[src/rtl/mem_access_stage_pkg.sv]
// Shared types and widths for the MEM pipeline stage.
// Imported by the MEM/WB register and the stage top.
package mem_access_stage_pkg;

    localparam int XLEN       = 64;
    localparam int REG_ADDR_W = 5;

    typedef enum logic [1:0] {
        IDLE = 2'd0,
        REQ  = 2'd1,
        RESP = 2'd2
    } mem_state_e;

endpackage

[src/rtl/mem_access_stage_mem_wb_reg.sv]
// MEM/WB pipeline register.
// A bubble clears the destination and write enable.
module mem_wb_reg
    import mem_access_stage_pkg::*;
(
    input  logic                  clk,
    input  logic                  reset,
    input  logic                  bubble,
    input  logic [XLEN-1:0]       data,
    input  logic [REG_ADDR_W-1:0] rd,
    input  logic                  reg_write_en,
    output logic [XLEN-1:0]       wb_data,
    output logic [REG_ADDR_W-1:0] wb_rd,
    output logic                  wb_reg_write_en
);

    always_ff @(posedge clk or negedge reset) begin
        if (!reset) begin
            wb_data         <= '0;
            wb_rd           <= '0;
            wb_reg_write_en <= 1'b0;
        end else if (bubble) begin
            wb_data         <= '0;
            wb_rd           <= '0;
            wb_reg_write_en <= 1'b0;
        end else begin
            wb_data         <= data;
            wb_rd           <= rd;
            wb_reg_write_en <= reg_write_en;
        end
    end

endmodule

[src/rtl/mem_access_stage.sv]
// MEM stage: data-memory req/gnt/rvalid handshake, pipeline stall
// generation, access error detection and the MEM/WB register.
module mem_access_stage
    import mem_access_stage_pkg::*;
#(
    parameter int ADDR_W      = 32,
    parameter bit CHECK_ALIGN = 1'b1
) (
    input  logic                  clk,
    input  logic                  reset,
    input  logic [XLEN-1:0]       alu_out,
    input  logic [XLEN-1:0]       data,
    input  logic [REG_ADDR_W-1:0] rd,
    input  logic                  mem_read,
    input  logic                  mem_write,
    input  logic                  mem_to_reg,
    input  logic                  reg_write_en,
    output logic                  dmem_req,
    output logic                  dmem_we,
    output logic [ADDR_W-1:0]     dmem_addr,
    output logic [XLEN-1:0]       dmem_wdata,
    input  logic                  dmem_gnt,
    input  logic                  dmem_rvalid,
    input  logic [XLEN-1:0]       dmem_rdata,
    output logic                  stall,
    output logic                  mem_err,
    output logic [XLEN-1:0]       wb_data,
    output logic [REG_ADDR_W-1:0] wb_rd,
    output logic                  wb_reg_write_en
);

    mem_state_e      state;
    mem_state_e      state_nxt;
    logic            op;
    logic            misalign;
    logic            err;
    logic            go;
    logic            done;
    logic            req_raw;
    logic            bubble;
    logic [XLEN-1:0] wb_mux;

    always_comb begin
        op       = mem_read | mem_write;
        misalign = CHECK_ALIGN && (alu_out[2:0] != 3'b000);
        err      = (state == IDLE) && op &&
                   ((mem_read && mem_write) || misalign);
        go        = op && !err;
        state_nxt = state;
        req_raw   = 1'b0;
        done      = 1'b0;
        unique case (state)
            IDLE: begin
                if (go) begin
                    req_raw = 1'b1;
                    if (!dmem_gnt)
                        state_nxt = REQ;
                    else if (mem_write)
                        done = 1'b1;
                    else
                        state_nxt = RESP;
                end
            end
            REQ: begin
                req_raw = 1'b1;
                if (dmem_gnt) begin
                    if (mem_write) begin
                        done      = 1'b1;
                        state_nxt = IDLE;
                    end else begin
                        state_nxt = RESP;
                    end
                end
            end
            RESP: begin
                if (dmem_rvalid) begin
                    done      = 1'b1;
                    state_nxt = IDLE;
                end
            end
            default: state_nxt = IDLE;
        endcase
    end

    // Request and stall drop the moment reset asserts, not at the next edge.
    assign dmem_req   = reset & req_raw;
    assign stall      = reset & go & ~done;
    assign dmem_we    = mem_write;
    assign dmem_addr  = alu_out[ADDR_W-1:0];
    assign dmem_wdata = data;

    assign bubble = stall | err;
    assign wb_mux = (state == RESP && mem_to_reg) ? dmem_rdata : alu_out;

    always_ff @(posedge clk or negedge reset) begin
        if (!reset) begin
            state   <= IDLE;
            mem_err <= 1'b0;
        end else begin
            state   <= state_nxt;
            mem_err <= err;
        end
    end

    mem_wb_reg u_mem_wb_reg (
        .clk             (clk),
        .reset           (reset),
        .bubble          (bubble),
        .data            (wb_mux),
        .rd              (rd),
        .reg_write_en    (reg_write_en),
        .wb_data         (wb_data),
        .wb_rd           (wb_rd),
        .wb_reg_write_en (wb_reg_write_en)
    );

endmodule
[config.mk]
export PLATFORM = sky130hd
export DESIGN_NAME = mem_access_stage
export DESIGN_NICKNAME = d
export VERILOG_FILES = /design/src/rtl/mem_access_stage_pkg.sv /design/src/rtl/mem_access_stage_mem_wb_reg.sv /design/src/rtl/mem_access_stage.sv
export SDC_FILE = /design/constraint.sdc
export NUM_CORES = 1
export LEC_CHECK = 0
export ABC_AREA = 1
export BUFFER_PORTS_ARGS = -buffer_cell sky130_fd_sc_hd__buf_2
export CAP_MARGIN = 0
export CORE_AREA = 2 2 144 146
export DETAILED_ROUTE_END_ITERATION = 10
export DIE_AREA = 0 0 146 148
export GPL_TIMING_DRIVEN = 0
export HOLD_SLACK_MARGIN = 0.15
export SLEW_MARGIN = 20
export SYNTH_ARGS = -nofsm -noshare
export SYNTH_HDL_FRONTEND = slang
export SYNTH_SLANG_ARGS = --single-unit
export TNS_END_PERCENT = 20
[constraint.sdc]
create_clock -name clk -period 3.3 [get_ports clk]
set_input_delay 0.165 -clock clk [delete_from_list [all_inputs] [get_ports clk]]
set_output_delay 0.165 -clock clk [all_outputs]
set_load 0.005 [all_outputs]
# Yosys cells after proc, flatten, opt, wreduce, memory -nomap -nowiden
# Index checks and enable logic that the tools add are counted.
op_classes:
  eq_ne: 6
  muxes: 18
  n_bitwise: 6
  n_reduce_logical: 10
ops:
  columns: ["cell", "count"]
  rows:
  - ["$mux W64", 2]
  - ["$mux W2", 6]
  - ["$mux W1", 6]
  - ["$ne A2 B2 Y1 const B", 3]
  - ["$pmux W2 S3", 1]
  - ["$logic_and A1 B1 Y1", 5]
  - ["$mux W5", 1]
  - ["$reduce_and A4 Y1", 1]
  - ["$and A1 B1 Y1", 3]
  - ["$ne A3 B3 Y1 const B", 1]
  - ["$pmux W1 S3", 1]
  - ["$reduce_bool A3 Y1", 1]
  - ["$eq A2 B1 Y1 const B", 1]
  - ["$eq A2 B2 Y1 const B", 1]
  - ["$logic_not A2 Y1", 1]
  - ["$or A1 B1 Y1", 2]
  - ["$pmux W1 S2", 1]
  - ["$logic_not A1 Y1", 1]
  - ["$logic_or A1 B1 Y1", 1]
  - ["$not A1 Y1", 1]
totals:
  register_bits: 73

# Longest topological paths before layout
# Gate-level depths: netlist of the first run.
logic_depth:
  word_depth: 11
  depth_mapped: 9
  ltp_nobuf: 8

# By module
# From an unflattened synthesis of the first run, not the netlist that was laid out.
hier_totals:
  cells_unflattened: 430
  area_unflattened_um2: 4315.4
modules_own_cells:
  columns: ["mod", "instances", "cells_per_inst", "area_each_um2"]
  rows:
  - ["mem_wb_reg", 1, 218, 2367.3]
  - ["mem_access_stage", 1, 212, 1948.1]

# Worst setup path before layout of the first run
# OpenSTA, ideal clock, no wires.
synth_path:
  kind: "reg2reg"
  from: "reg state[0]"
  to: "reg u_mem_wb_reg.wb_data[0]"
  setup_ps: 115
  t_arrival_ps: 1296
  t_required_ps: 3185
  setup_slack_ps: 1890
  stages_incl_launch_ff: 10
  path_buffers: 1
  cell_sequence: "dfrtp_1 -> inv_2 -> nand2_2 -> nor2_2 -> nand2_2 -> nand2_1 -> nand2_1 -> o21bai_4 -> buf_6 -> nor2_1"
synth_via:
  elab_chain_cells: 11
  word_cells_on_any_way: 16
  cone_classes: "eq/ne (2); mux (4); bitwise (4); reduce/logical (6)"
synth_rtl:
  columns: ["element", "line", "text"]
  rows:
  - ["start, declared", "mem_access_stage.sv:32", "mem_state_e state;"]
  - ["start signal, assigned", "mem_access_stage.sv:100", "state <= state_nxt;"]
  - ["$logic_not A2 Y1", "mem_access_stage.sv:46, mem_access_stage.sv:52", null]
  - ["$logic_and A1 B1 Y1 (2 in series)", "mem_access_stage.sv:46", "err = (state == IDLE) && op &&"]
  - ["$logic_not A1 Y1", "mem_access_stage.sv:48", "go = op && !err;"]
  - ["$logic_and A1 B1 Y1", "mem_access_stage.sv:48", null]
  - ["$mux W1", "mem_access_stage.sv:54", "if (go) begin"]
  - ["$pmux W1 S3", "mem_access_stage.sv:52", "unique case (state)"]
  - ["$not A1 Y1", "mem_access_stage.sv:87", "assign stall = reset & go & ~done;"]
  - ["$and A1 B1 Y1", "mem_access_stage.sv:87", null]
  - ["$or A1 B1 Y1", "mem_access_stage.sv:92", "assign bubble = stall | err;"]
  - ["$mux W64 *", "mem_access_stage_mem_wb_reg.sv:22", "end else if (bubble) begin"]
  - ["end signal, assigned", "mem_access_stage_mem_wb_reg.sv:27", "wb_data <= data;"]
  - ["end, declared", "mem_access_stage_mem_wb_reg.sv:12", "output logic [XLEN-1:0] wb_data,"]
# Mark *: on every way between the ends. The rest lies on a longest branch, timed or not.
# A chain may end at the register's enable or synchronous reset.

# Worst setup path after layout of the first run
layout_path:
  from: "reg state[0]"
  to: "reg u_mem_wb_reg.wb_data[58]"
# The elaborated chain is that of the path after synthesis.

==> metrics, run 1 <==
post-synthesis cell area=4220 um^2; post-CTS setup repair buffer count=0; worst skew pair latency=between 300 and 400 ps; Least-Margin Pin Slew=just under 700 ps; die width=146 um; met3 track demand over resource=0.0398; register area share after synthesis=0.433; Hold Startpoint=alu_out[34]; Max-Cap Viols=0; Hold Path Class=input port to register; Post-Route Utilization=0.331; clock sinks=73; Starting Density=0.210; Fin. Hold Viols=0; Setup crit start kind=register; H-tree depth=3; share of cells above drive strength 1=0.486; number of diodes=0; nature of the critical path endpoint=register; Finished Cell Area=6630 um^2; Final GP Congestion=0.805; dpl cells=1144; Total GRT Usage=0.139; met1 usage=0.155; commonest non-fill, non-tap cell in the layout=buf_2; worst-path fanout max=10; GR Overflow Total=0; Power per Cell Area=559 nW/um^2; maximum vdd drop=0.000181 V; 1st-iter DRT viols=101; Mapped Avg Cell Area=between 7 and 8 um^2; Final min period=2410 ps; gr busiest metal=met2; detailed-route via count=between 4000 and 5000; Final Max Slew Viols=0; placement-stage cell area=6130 um^2; Final #Nets=around 1100; setup TNS=0 ps; Clock Path Buffers=2; Power, Total=3.71 mW; Worst R2R Start=state[0]; P&R area growth vs syn=57.2%; WP data arrival=2630 ps; CTS Hold Bufs=24; number of distinct library cells after synthesis=18; syn nets=768; Avg Vias per Cell=3.70; Root Buffer=clkbuf_16; Post-Syn Instances=563; CTS tree=built; YS warnings=0; RSZ-0062 raised after global routing=no; critical path class=register to register; first-pass GRT wire length=22.9 mm; slack of the critical path=888 ps; r2r setup slk=890 ps; boundary pin count=375; Post-CTS Resized=0; # rows=52; Required @ worst endpoint=3520 ps; Lkg Pwr=4.27 nW; core box area=20000 um^2; most frequent cells in the layout=buf_2, inv_1, buf_4; largest net degree at the start of global routing=52; worst hold slack=roughly 170 ps; f_max=415 MHz; antenna violations before repair=0; Worst Clk Skew=6.08 ps; Die Y=148 um; post-route insts no fill=1182; 1st-pass router iterations=6; Clk pin slew, worst setup/hold paths=60 ps; hold depth=5; wire length per cell=13.3 um; routing usage on met2=0.259; endpoints failing setup=0; HPWL Detailed=12.9 mm; crit share post-route=0.731; Final ANT Viol Nets=0; reg2reg end=u_mem_wb_reg.wb_data[58]; Port Buffers=310; Remaining DRCs=0; Post-Route WL=15.7 mm; Worst slew margin=0.542; Hold Path End=u_mem_wb_reg.wb_data[34]; dpl ws=1260 ps; vias in the first global route=4278; status=finished, final reports clean; total clock buffers created by CTS=9; die area=between 20000 and 25000 um^2; reg2reg path depth=8; #FFs+latches synth=73
layer usage:
metal	part of all wire	up-vias	routed length (um)
li1	-	2215	-
met1	0.37	1931	5840
met2	0.53	215	8340
met3	0.082	16	1290
met4	0.013	0	210
met5	0	-	0
synthesized netlist by cell type:
library cell	count	area share
inv_1	139	0.12
nand3_2	1	0.0024
a21oi_1	1	0.0012
o21bai_4	1	0.0045
nor2_1	78	0.069
buf_4	97	0.17
buf_6	7	0.019
dfrtp_1	73	0.43
nand2_2	2	0.0030
nor2_2	1	0.0015
inv_2	2	0.0018
o21ai_0	64	0.076
clkbuf_1	6	0.0053
o22ai_1	1	0.0015
nand3_1	7	0.0083
nand2_1	74	0.066
buf_2	8	0.0095
nor3_1	1	0.0012
how the worst max path moves through the flow:
| stage | start | end | slack, ps | cells after the start |
|---|---|---|---|---|
| floorplan | state[0] | u_mem_wb_reg.wb_data[0] | 1890 | 9 |
| global placement | reset | u_mem_wb_reg.wb_rd[2] | 530 | 5 |
| detailed placement | state[0] | u_mem_wb_reg.wb_data[0] | 1260 | 7 |
| CTS | state[0] | u_mem_wb_reg.wb_data[60] | 860 | 8 |
| global route | state[0] | u_mem_wb_reg.wb_data[58] | 670 | 8 |
| finish | state[0] | u_mem_wb_reg.wb_data[58] | 890 | 8 |
worst max-delay path: stages (launching register included):
cell	delay (ps)
dfrtp_1	420
inv_2	80
nand3_1	80
buf_2	310
clkbuf_1	570
o21ai_0	160
dlygate4sd3_1	590
inv_1	50
nor2_1	40
sequential cells by signal, summed over array words and instances, names as in the netlist:
register and flops:
mem_err 1, state 2, u_mem_wb_reg.wb_data 64, u_mem_wb_reg.wb_rd 5, u_mem_wb_reg.wb_reg_write_en 1
power breakdown:
| group | switching [mW] | internal (mW) |
|---|---|---|
| combinational | 0.891 | 0.694 |
| clock | 0.357 | 0.496 |
| sequential | 0.0764 | 1.19 |
layout make-up:
class                   count  area (um^2)
clock inverters             4         22.5
flip-flops and latches     73         1830
repair buffers            335         1820
multi-input cells         231          990
fillers                  2198        13400
well taps                 270          338
inverters                 141          529
plain buffers             118          870
clock buffers              10          229
cell families after synthesis:
logic type / after synthesis / share of synthesized area
compound gates: 67 / 0.0831
buf+inv: 259 / 0.332
flops: 73 / 0.433
simple gates: 164 / 0.152
Note: power is estimated with default switching activity, not from simulation.
==> run 2, diff against run 1 <==
Settings changed: CORE_AREA 2 2 144 146 to 2 2 145 147, DIE_AREA 0 0 146 148 to 0 0 147 149.
Clock period 3.3 ns to 2.3 ns, I/O delays scaled along.
==> metrics, run 2 (same netlist as run 1, synthesis figures left out) <==
most frequent cells in the layout=buf_2, inv_1, dlygate4sd3_1; Max-Cap Viols=0; Clock Path Buffers=2; dpl ws=248 ps; worst-path fanout max=10; Worst slew margin=0.574; CTS tree=built; f_max=about 480 MHz; WP data arrival=2320 ps; 1st-pass router iterations=4; # rows=53; worst skew pair latency=330 ps; status=finished, final reports clean; Power, Total=5.93 mW; Die Y=approximately 150 um; Port Buffers=slightly above 300; dpl cells=1149; post-CTS setup repair buffer count=0; critical path class=register to register; die area=21900 um^2; core box area=between 20000 and 25000 um^2; detailed-route via count=4725; Total GRT Usage=0.151; register area=1830 um^2; GR Overflow Total=0; endpoints failing setup=0; Crit path max-delay family=buffers and inverters; Clk pin slew, worst setup/hold paths=60 ps; crit share post-route=0.911; Post-Route Utilization=0.364; nature of the critical path endpoint=register; Required @ worst endpoint=2520 ps; critical path's slowest cell=dlygate4sd3_1; commonest non-fill, non-tap cell in the layout=buf_2; first-pass GRT wire length=25.1 mm; Setup crit start kind=register; P&R area growth vs syn=77.7%; Fin. Hold Viols=0; Power per Cell Area=792 nW/um^2; Final ANT Viol Nets=0; Worst Clk Skew=7.40 ps; H-tree depth=3; multi-input logic area=slightly below 1000 um^2; wire length per cell=13.7 um; 1st-iter DRT viols=62; die width=around 150 um; registers with the most flip-flops=u_mem_wb_reg.wb_data (64), u_mem_wb_reg.wb_rd (5), state (2); setup TNS=0 ps; largest net degree at the start of global routing=50; placement-stage cell area=around 6100 um^2; max reg flops=64; worst hold slack=161 ps; Remaining DRCs=0; RSZ-0062 raised after global routing=yes; clock sinks=73; Starting Density=0.205; Finished Cell Area=7490 um^2; Hold Path Class=input port to register; Root Buffer=clkbuf_16; boundary pin count=375; Post-Route WL=17.3 mm; number of diodes=0; Final min period=about 2100 ps; share of cells above drive strength 1=0.452; Max stage delay on crit path=around 560 ps; Least-Margin Pin Slew=640 ps; Final #Nets=about 1200; crit-path cells=inv_2 > nand3_1 > clkbuf_4 > clkbuf_1 > o21ai_0 > dlygate4sd3_1 > inv_1 > nor2_1; slack of the critical path=204 ps; antenna violations before repair=0; Filler Cell Count=2133; r2r setup slk=200 ps; Largest Register=u_mem_wb_reg.wb_data; post-route insts no fill=1265; Final Max Slew Viols=0; Buf/Inv on CP=5; Lkg Pwr=between 4 and 5 nW; maximum vdd drop=0.000345 V; total clock buffers created by CTS=9; Avg Vias per Cell=3.74; vias in the first global route=4691; Final GP Congestion=0.775; HPWL Detailed=13.2 mm
-- run 2: cell count changes in the layout (fill, tap and decap cells not counted), sizes merged --
cell	previous run	this run
dlygate4sd3	24	101
clkinvlp	1	2
clkinv	3	0
buf	423	422
bufinv	0	3
clkbuf	16	17
-- run 2: what timing repair did --
action | in CTS | in global routing
hold buffers | 101 | 0
endpoints found under the setup margin | 0 | 29
resized for setup | 0 | 7
endpoints found under the hold margin | 137 | 0
-- run 2: worst paths after layout --
check / start / endpoint / cells past startpoint
max: state[0] / u_mem_wb_reg.wb_data[17] / 8
min: dmem_rdata[2] / u_mem_wb_reg.wb_data[2] / 5
max reg2reg: state[0] / u_mem_wb_reg.wb_data[17] / 8
min reg2reg: state[1] / state[1] / 2
max in group asynchronous: reset / u_mem_wb_reg.wb_data[7] / 3
min in group asynchronous: reset / u_mem_wb_reg.wb_data[36] / 2
-- run 2: worst reg2reg max path, stage by stage, from the launching register on --
cell and delay (ps):
dfrtp_1 400, inv_2 80, nand3_1 100, clkbuf_4 270
clkbuf_1 360, o21ai_0 110, dlygate4sd3_1 560, inv_1 70
nor2_1 50
-- run 2: routing by layer --
layer	part of all wire	GRT usage
met2	0.54	0.296
met1	0.36	0.155
met5	0	0
met3	0.073	0.0410
met4	0.024	0.0495
-- run 2: final cells by class --
type,count,area share
clock inverter,5,0.0140
timing repair buffer,412,0.346
buffer,118,0.117
tap,275,0.0459
multi-input combinational,231,0.132
sequential,73,0.244
inverter,141,0.0706
clock buffer,10,0.0306
-- run 2: report_power, final --
group	internal, mW	total, mW	switching (mW)
clock	1.05	1.58	0.523
combinational	1.19	2.53	1.34
sequential	1.71	1.82	0.113
total	3.95	5.93	1.98
==> run 3, diff against run 2 <==
Settings changed: ABC_CLOCK_PERIOD_IN_PS set to 1900, CORE_AREA 2 2 145 147 to 2 2 147 149, DIE_AREA 0 0 147 149 to 0 0 149 151.
Clock period 2.3 ns to 1.9 ns, I/O delays scaled along.
==> metrics, run 3 (same netlist as run 1, synthesis figures left out) <==
# rows=53; first-pass GRT wire length=26.7 mm; 1st-iter DRT viols=108; die area=between 20000 and 25000 um^2; detailed-route via count=4871; f_max=between 500 and 600 MHz; routed length on met1=6.82 mm; Worst slew margin=0.690; Finished Cell Area=about 7900 um^2; maximum vdd drop=approximately 0.00048 V; placement-stage cell area=6140 um^2; GR Overflow Total=0; reg2reg end=u_mem_wb_reg.wb_data[7]; dpl ws=-141 ps; registers with the most flip-flops=u_mem_wb_reg.wb_data (64), u_mem_wb_reg.wb_rd (5), state (2); WP data arrival=2000 ps; Clock Path Buffers=2; Port Buffers=310; antenna violations before repair=0; crit share post-route=0.934; reg2reg path depth=7; commonest non-fill, non-tap cell in the layout=buf_2; multi-input logic area=997 um^2; Die Y=around 150 um; max reg flops=64; boundary pin count=375; HPWL Detailed=13.7 mm; Post-Route WL=19.1 mm; die width=149 um; critical path class=register to register; Lkg Pwr=4.82 nW; number of diodes=0; Filler Cell Count=2102; CTS tree=built; Final GP Congestion=0.824; 1st-pass router iterations=4; nature of the critical path endpoint=register; Final ANT Viol Nets=0; Hold Path Class=input port to register; r2r setup slk=about 130 ps; Worst R2R Start=state[0]; met2 WL=10.4 mm; register area=1830 um^2; Fin. Hold Viols=0; vias in the first global route=5015; Least-Margin Pin Slew=465 ps; worst skew pair latency=between 300 and 400 ps; endpoints failing setup=0; Worst Clk Skew=between 5 and 6 ps; most frequent cells in the layout=buf_2, inv_1, dlygate4sd3_1; slack of the critical path=approximately 130 ps; DR WL met3=1.30 mm; Root Buffer=clkbuf_16; top routing layer used=met4; Starting Density=0.202; Power per Cell Area=928 nW/um^2; total clock buffers created by CTS=9; Remaining DRCs=0; Clk pin slew, worst setup/hold paths=60 ps; Total GRT Usage=0.160; P&R area growth vs syn=88.1%; RSZ-0062 raised after global routing=no; status=finished, final reports clean; Setup crit start kind=register; wire length per cell=14.7 um; Hold Path End=u_mem_wb_reg.wb_data[4]; share of cells above drive strength 1=0.445; H-tree depth=3; clock sinks=73; hold depth=5; Max-Cap Viols=0; core box area=between 20000 and 25000 um^2; worst-path fanout max=10; Required @ worst endpoint=2130 ps; Final Max Slew Viols=0; Avg Vias per Cell=around 3.8; Final min period=1770 ps; Hold Startpoint=dmem_rdata[4]; Largest Register=u_mem_wb_reg.wb_data; largest net degree at the start of global routing=44; Final #Nets=approximately 1200
[run 3: how the worst max path moves through the flow]
stage	from	to	slack (ps)	cells after the start
6_report	state[0]	u_mem_wb_reg.wb_data[7]	130	7
5_1_grt	state[0]	state[1]	20	9
4_1_cts	state[0]	u_mem_wb_reg.wb_data[7]	70	7
3_5_place_dp	state[0]	u_mem_wb_reg.wb_data[4]	-140	7
3_3_place_gp	reset	u_mem_wb_reg.wb_data[5]	-820	5
2_1_floorplan	state[0]	u_mem_wb_reg.wb_data[0]	490	9
[run 3: metal layers]
layer | up-vias | GRT usage
li1 | 2428 | -
met1 | 2173 | 0.157
met2 | 241 | 0.316
met3 | 29 | 0.0434
met4 | 0 | 0.0643
met5 | - | 0
[run 3: where the power goes]
part	switching, mW	total (mW)	internal [mW]
Combinational	1.65	3.08	1.43
Sequential	0.141	2.21	2.07
Clock	0.659	2.07	1.41
[run 3: worst max-delay path, stage by stage (launching register included)]
cell and delay [ps]:
dfrtp_1 400, inv_2 90, nand3_1 80, buf_2 310
clkbuf_1 420, o21ai_0 210, inv_1 110, nor2_1 50
[run 3: repair_timing]
action / 4_1_cts / 5_1_grt
endpoints found under the hold margin: 143 / 0
hold buffers: 132 / 0
cloned: 0 / 0
setup endpoints to repair: 6 / 8
pin swaps: 0 / 1
resized for setup: 1 / 4
buffers inserted: 0 / 1
[run 3: through the flow]
stage               instances  power, mW  TNS (ps)  hold WS, ps   util
finish                   1297       7.36         0          119  0.381
global route             1297       7.92         0          153  0.381
CTS                      1296       7.41         0          151  0.379
detailed placement       1149       5.02      -231         70.9  0.295
global placement         1148       4.98    -55090          306  0.293
floorplan                 563       3.66         0         -201      -
[run 3: cell type report]
class,count,area share
timing repair buffer,444,0.378
sequential,73,0.230
multi-input combinational,231,0.126
buffer,118,0.110
inverter,141,0.0668
tap,275,0.0434
clock buffer,10,0.0289
clock inverter,5,0.0163
